[src/rtl/fsm_input_conditioner_pkg.sv]
// rtl/fsm_input_conditioner_pkg.sv - shared constants and counter sizing for the input conditioner
package fsm_cond_pkg;

  localparam int COND_WIDTH            = 8;
  localparam int COND_DEBOUNCE_DEFAULT = 4;

  // Counter must hold 0..debounce_cycles-1; sized with one spare code for simplicity.
  function automatic int cond_cnt_width(input int debounce_cycles);
    return $clog2(debounce_cycles + 1);
  endfunction

endpackage

[src/rtl/fsm_input_conditioner_debounce_bit.sv]
// rtl/fsm_input_conditioner_debounce_bit.sv - one-bit synchronizer, debounce counter and rise strobe
// Optional rise strobe flop is built only when FSM_COND_RISE_EN is defined.
module debounce_bit
  import fsm_cond_pkg::*;
#(
  parameter int DEBOUNCE_CYCLES = COND_DEBOUNCE_DEFAULT,
  parameter int CNT_W           = cond_cnt_width(DEBOUNCE_CYCLES)
) (
  input  logic clk,
  input  logic rst,
  input  logic raw_i,
  output logic level_o,
  output logic rise_o,
  output logic busy_o
);

  localparam logic [CNT_W-1:0] CNT_LAST = CNT_W'(DEBOUNCE_CYCLES - 1);

  logic             s1_q, s2_q;
  logic             level_q, level_d;
  logic [CNT_W-1:0] cnt_q, cnt_d;

  always_comb begin
    level_d = level_q;
    cnt_d   = cnt_q;
    // Any return to the stable level restarts the window, so bounce never accumulates.
    if (s2_q == level_q) begin
      cnt_d = '0;
    end else if (cnt_q == CNT_LAST) begin
      level_d = s2_q;
      cnt_d   = '0;
    end else begin
      cnt_d = cnt_q + CNT_W'(1);
    end
  end

  always_ff @(posedge clk or posedge rst) begin
    if (rst) begin
      s1_q    <= 1'b0;
      s2_q    <= 1'b0;
      level_q <= 1'b0;
      cnt_q   <= '0;
    end else begin
      s1_q    <= raw_i;
      s2_q    <= s1_q;
      level_q <= level_d;
      cnt_q   <= cnt_d;
    end
  end

`ifdef FSM_COND_RISE_EN
  logic rise_q;

  always_ff @(posedge clk or posedge rst) begin
    if (rst) begin
      rise_q <= 1'b0;
    end else begin
      rise_q <= level_d & ~level_q;
    end
  end

  assign rise_o = rise_q;
`else
  assign rise_o = 1'b0;
`endif

  assign level_o = level_q;
  assign busy_o  = |cnt_q;

endmodule

[src/rtl/fsm_input_conditioner.sv]
// rtl/fsm_input_conditioner.sv - synchronizes and debounces the ui_in pad inputs for tt_um_fsm_top
// Rise strobes on rise_o are generated only when FSM_COND_RISE_EN is defined.
module fsm_input_conditioner
  import fsm_cond_pkg::*;
#(
  parameter int WIDTH           = COND_WIDTH,
  parameter int DEBOUNCE_CYCLES = COND_DEBOUNCE_DEFAULT
) (
  input  logic             clk,
  input  logic             rst,
  input  logic [WIDTH-1:0] raw_i,
  output logic [WIDTH-1:0] level_o,
  output logic [WIDTH-1:0] rise_o,
  output logic             busy_o
);

  logic [WIDTH-1:0] busy_vec;

  for (genvar i = 0; i < WIDTH; i++) begin : g_bit
    debounce_bit #(
      .DEBOUNCE_CYCLES(DEBOUNCE_CYCLES)
    ) u_debounce_bit (
      .clk    (clk),
      .rst    (rst),
      .raw_i  (raw_i[i]),
      .level_o(level_o[i]),
      .rise_o (rise_o[i]),
      .busy_o (busy_vec[i])
    );
  end

  assign busy_o = |busy_vec;

endmodule

[config.mk]
export PLATFORM = sky130hd
export DESIGN_NAME = fsm_input_conditioner
export DESIGN_NICKNAME = d
export VERILOG_FILES = /design/src/rtl/fsm_input_conditioner_pkg.sv /design/src/rtl/fsm_input_conditioner_debounce_bit.sv /design/src/rtl/fsm_input_conditioner.sv
export SDC_FILE = /design/constraint.sdc
export NUM_CORES = 1
export LEC_CHECK = 0
export ABC_AREA = 1
export ABC_CLOCK_PERIOD_IN_PS = 1000
export BUFFER_PORTS_ARGS = -buffer_cell sky130_fd_sc_hd__buf_2
export CORE_ASPECT_RATIO = 2
export CORE_MARGIN = 4
export CORE_UTILIZATION = 30
export CTS_CLUSTER_DIAMETER = 40
export CTS_CLUSTER_SIZE = 25
export DETAILED_ROUTE_END_ITERATION = 16
export PLACE_DENSITY = 0.57
export SYNTH_ARGS = -nofsm -noshare
export SYNTH_HDL_FRONTEND = slang
export SYNTH_HIERARCHICAL = 1
export SYNTH_SLANG_ARGS = --single-unit
[constraint.sdc]
create_clock -name clk -period 1 [get_ports clk]
set_clock_uncertainty 0.1 [all_clocks]
set_input_delay 0.05 -clock clk [delete_from_list [all_inputs] [get_ports clk]]
set_output_delay 0.05 -clock clk [all_outputs]
set_load 0.02 [all_outputs]
==> results by stage <==
Outcome:
- The run finished, with violations left.
- The final reports fail on negative setup slack.

Timing:
- Across all setup checks in the final design, the least slack found is -0.498 ns.
- The number of hold violations in the final report is 0.
- Setup repair after global routing could not meet its margin everywhere.
- The number of failing setup endpoints in the final timing report is 33.
- The final clock period utilization by the worst path is 150%.
- The number of pins with negative max-slew slack in the final report is 0.
- The final critical delay including setup and external delays is approximately 1.5 ns.
- Derived from the worst setup path, the maximum achievable clock frequency is 667 MHz.

Clock network:
- TritonCTS built the clock tree.
- TritonCTS created 5 clock buffers.
- The CTS H-tree depth is 2.
- The clock tree buffer depth is 2.
- The clock net in this run drives a total of between 40 and 50 sinks.
- The tree is rooted in a sky130_fd_sc_hd__clkbuf_16.
- The clock insertion delay at the later pin of the skew report is 0.28 ns.
- Clock-pin slew was measured on the worst setup and hold paths at around 0.060 ns.

Drt:
- After detailed routing, the total wire length is 4130 µm.
- The count of unresolved DRC violations after routing is 0.
- Across all layers, the routed design uses 1678 vias.
- The first-pass iteration count of the detailed router is 3.
- The average detailed-routed wire length per instance is slightly below 10 µm.
- The count of nets left with antenna violations after detail routing is 0.
- The initial DRC count is 35.
- Dividing the detail-routed via count by the number of cells gives a little under 4.

Cells and area:
- Of the cells placed in the final design, the portion with a size suffix greater than 1 is ~43%.
- Fill cells in the final layout number 705.
- The area taken by flip-flops and latches is approximately 1200 µm².
- The number of antenna cells inserted is 0.
- The number of nets in the finished design is 356.
- Compared with the post-synthesis result, the final layout area differs by 41.7%.
- The combined area of the multi-input logic cells is approximately 960 µm².
- The finished layout holds about 420 standard cells, fillers aside.
- In the layout the commonest cells are 52 x sky130_fd_sc_hd__nand2_1, 48 x sky130_fd_sc_hd__dfrtp_1, 39 x sky130_fd_sc_hd__buf_4.
- The library cell used most frequently in the layout, excluding fill and tap cells, is sky130_fd_sc_hd__nand2_1.

Worst setup path:
- For the worst setup path, the data required time is ~0.85 ns.
- The cell with the largest stage delay on the worst path is sky130_fd_sc_hd__dfrtp_1.
- STA classifies the critical path startpoint as a register.
- The maximum fanout encountered on the critical timing path is 2.
- The worst setup path is captured at an output pin.
- The peak per-stage delay on the critical path is 0.39 ns.
- The dominant delay contributor by cell family on the critical path is flip-flops.
- The instance count on the critical path is 8.
- Data arrives at the worst endpoint at 1.35 ns.
- Counting cells, the worst reg-to-reg path comes to 6.
- Walking the worst path, the cells encountered are inv_2 -> ha_4 -> nand2_2 -> inv_1 -> nand2_1 -> nor2_1 -> nand2_2 -> buf_6.
- The buffers plus inverters on the worst setup path is 3.
- The most prevalent standard cell on the critical path is sky130_fd_sc_hd__nand2_2.
- The critical path start-end classification is reg2out.

Global route:
- The number of antenna violations at the first check in global routing is 0.
- The number of global-route vias before repair came to between 1.5k and 2k.
- The global-route congestion overflow total is 0.
- For this run, the total global-route usage over all layers was measured as about a tenth.
- The maximum number of pins on one net before global-route repair is 14.
- The first global-routing pass estimated approximately 6700 µm of wire.

Power:
- The static leakage is 0.00166 µW.
- VDD sags by at most 1.13 mV.
- Total power for the finished layout comes to about 8000 µW.
- The areal power density over the cells is 2510 nW/µm².

Place:
- The last weighted congestion value of the routability-driven placer is 0.727.
- The count of placed standard cells including taps is a little under 400.
- Detailed placement ended at an HPWL of ~3000 µm.
- The total of buffers placed on input and output ports is 18.

Floorplan:
- The die area is roughly 9000 µm².
- The floorplan core area is ~7300 µm².
- The number of core rows is 44.
- The starting density of the core is approximately 31%.
- Measured along the x axis, the die boundary spans between 60 and 70 µm.
- The die is between 100 and 150 µm tall.
- The count of pins on the block boundary is 27.

Logic synthesis:
- The post-synthesis instance total is between 200 and 300.
- In this run, distinct cell masters in the synthesized netlist total 10.
- Sorting the synthesized cells by area gives the leading types as sky130_fd_sc_hd__dfrtp_1 53%, sky130_fd_sc_hd__nand2_1 10%, sky130_fd_sc_hd__inv_1 9.3%, sky130_fd_sc_hd__ha_1 8.9%, sky130_fd_sc_hd__nand2_2 6.7%.
- The average instance area after synthesis is roughly 8.5 µm².
- The number of warning messages in the yosys log is 6.
- The number of nets in the synthesized netlist is 289.
- The area fraction of the dominant cell type after synthesis is 53.4%.
- Of all cell types, the one taking the most synthesized area is sky130_fd_sc_hd__dfrtp_1.
- The mapped netlist covers between 2000 and 2500 µm².
- In this run, synthesis produced a sequential element count of 48.
- The post-synthesis sequential area ratio is about 53%.

Hold path:
- The worst hold path belongs to the class in2async.

Job:
- Across the run, the number of max-cap violations was 0.
==> worst min-delay path: stages <==
cell,delay [ns]
sky130_fd_sc_hd__dlygate4sd3_1,0.52
sky130_fd_sc_hd__buf_2,0.19
sky130_fd_sc_hd__inv_1,0.20
==> stage by stage <==
stage	setup TNS [ns]	hold slack, ns	util (%)	instance area (µm²)	setup slack [ns]
floorplan	-0.0490	-0.259	-	2250	-0.0490
global placement	-2.49	-0.0189	35.3	2570	-0.200
detailed placement	-2.94	-0.0168	35.3	2570	-0.230
CTS	-3.00	0.220	40.5	2950	-0.494
global route	-4.53	0.253	43.9	3190	-0.537
finish	-2.74	0.214	43.9	3190	-0.498
==> final timing paths <==
check                                              endpoint                              from  slack [ns]
setup / recovery                                     busy_o  g_bit[5].u_debounce_bit/cnt_q[0]       -0.50
hold / removal                 g_bit[6].u_debounce_bit/s1_q                               rst        0.21
setup reg to reg           g_bit[2].u_debounce_bit/cnt_q[0]  g_bit[2].u_debounce_bit/cnt_q[0]       -0.22
hold reg to reg                g_bit[0].u_debounce_bit/s2_q      g_bit[0].u_debounce_bit/s1_q        0.25
max in group asynchronous   g_bit[1].u_debounce_bit/level_o                               rst        0.38
min in group clk               g_bit[0].u_debounce_bit/s2_q      g_bit[0].u_debounce_bit/s1_q        0.25
==> synthesized netlist by cell type <==
library cell               n
sky130_fd_sc_hd__nand3_1   8
sky130_fd_sc_hd__ha_1     16
sky130_fd_sc_hd__conb_1    8
sky130_fd_sc_hd__nand2_1  61
sky130_fd_sc_hd__buf_4     8
sky130_fd_sc_hd__nand2_2  24
sky130_fd_sc_hd__inv_1    56
sky130_fd_sc_hd__dfrtp_1  48
sky130_fd_sc_hd__inv_2     8
sky130_fd_sc_hd__nor2_1   26
==> report_power, final <==
group	switching (µW)	total, µW	internal, µW
clock network	640	1550	908
logic	1850	3750	1900
registers	305	2700	2390
total	2790	8000	5200
==> state kept, by name, summed over array words and instances (netlist names) <==
name	flops
g_bit.u_debounce_bit/cnt_q	24
g_bit.u_debounce_bit/s1_q	8
g_bit.u_debounce_bit/level_o	8
g_bit.u_debounce_bit/s2_q	8
==> layout make-up <==
class,count,area share [%]
sequential,48,37.7
multi-input combinational,143,30.0
timing repair buffer,68,16.9
inverter,64,7.54
clock buffer,6,4.04
tap,92,3.61
clock inverter,1,0.157
==> metal layers <==
layer  wire, µm  up-vias  global-route usage [%]
met5          0        -                       0
met4        137        0                    6.90
met3        128        8                    1.99
met2       2470       24                    19.4
met1       1400      788                    7.97
li1           -      858                       -
==> kinds of logic (layout without fill, tap and decap cells) <==
logic type	after synthesis	after routing	share of synthesized area, %
simple gates	119	119	23.0
fa+ha+maj	16	16	8.90
other cells	8	8	1.34
buf+inv	72	139	13.4
flops	48	48	53.4
==> timing repair <==
action,in CTS,in global routing
hold buffers,9,0
pin swaps,21,37
endpoints found under the setup margin,38,38
hold endpoints to repair,56,0
gates resized for setup,28,50
setup buffers,10,10
gates cloned,0,0
Note: power is estimated with default switching activity, not from simulation.
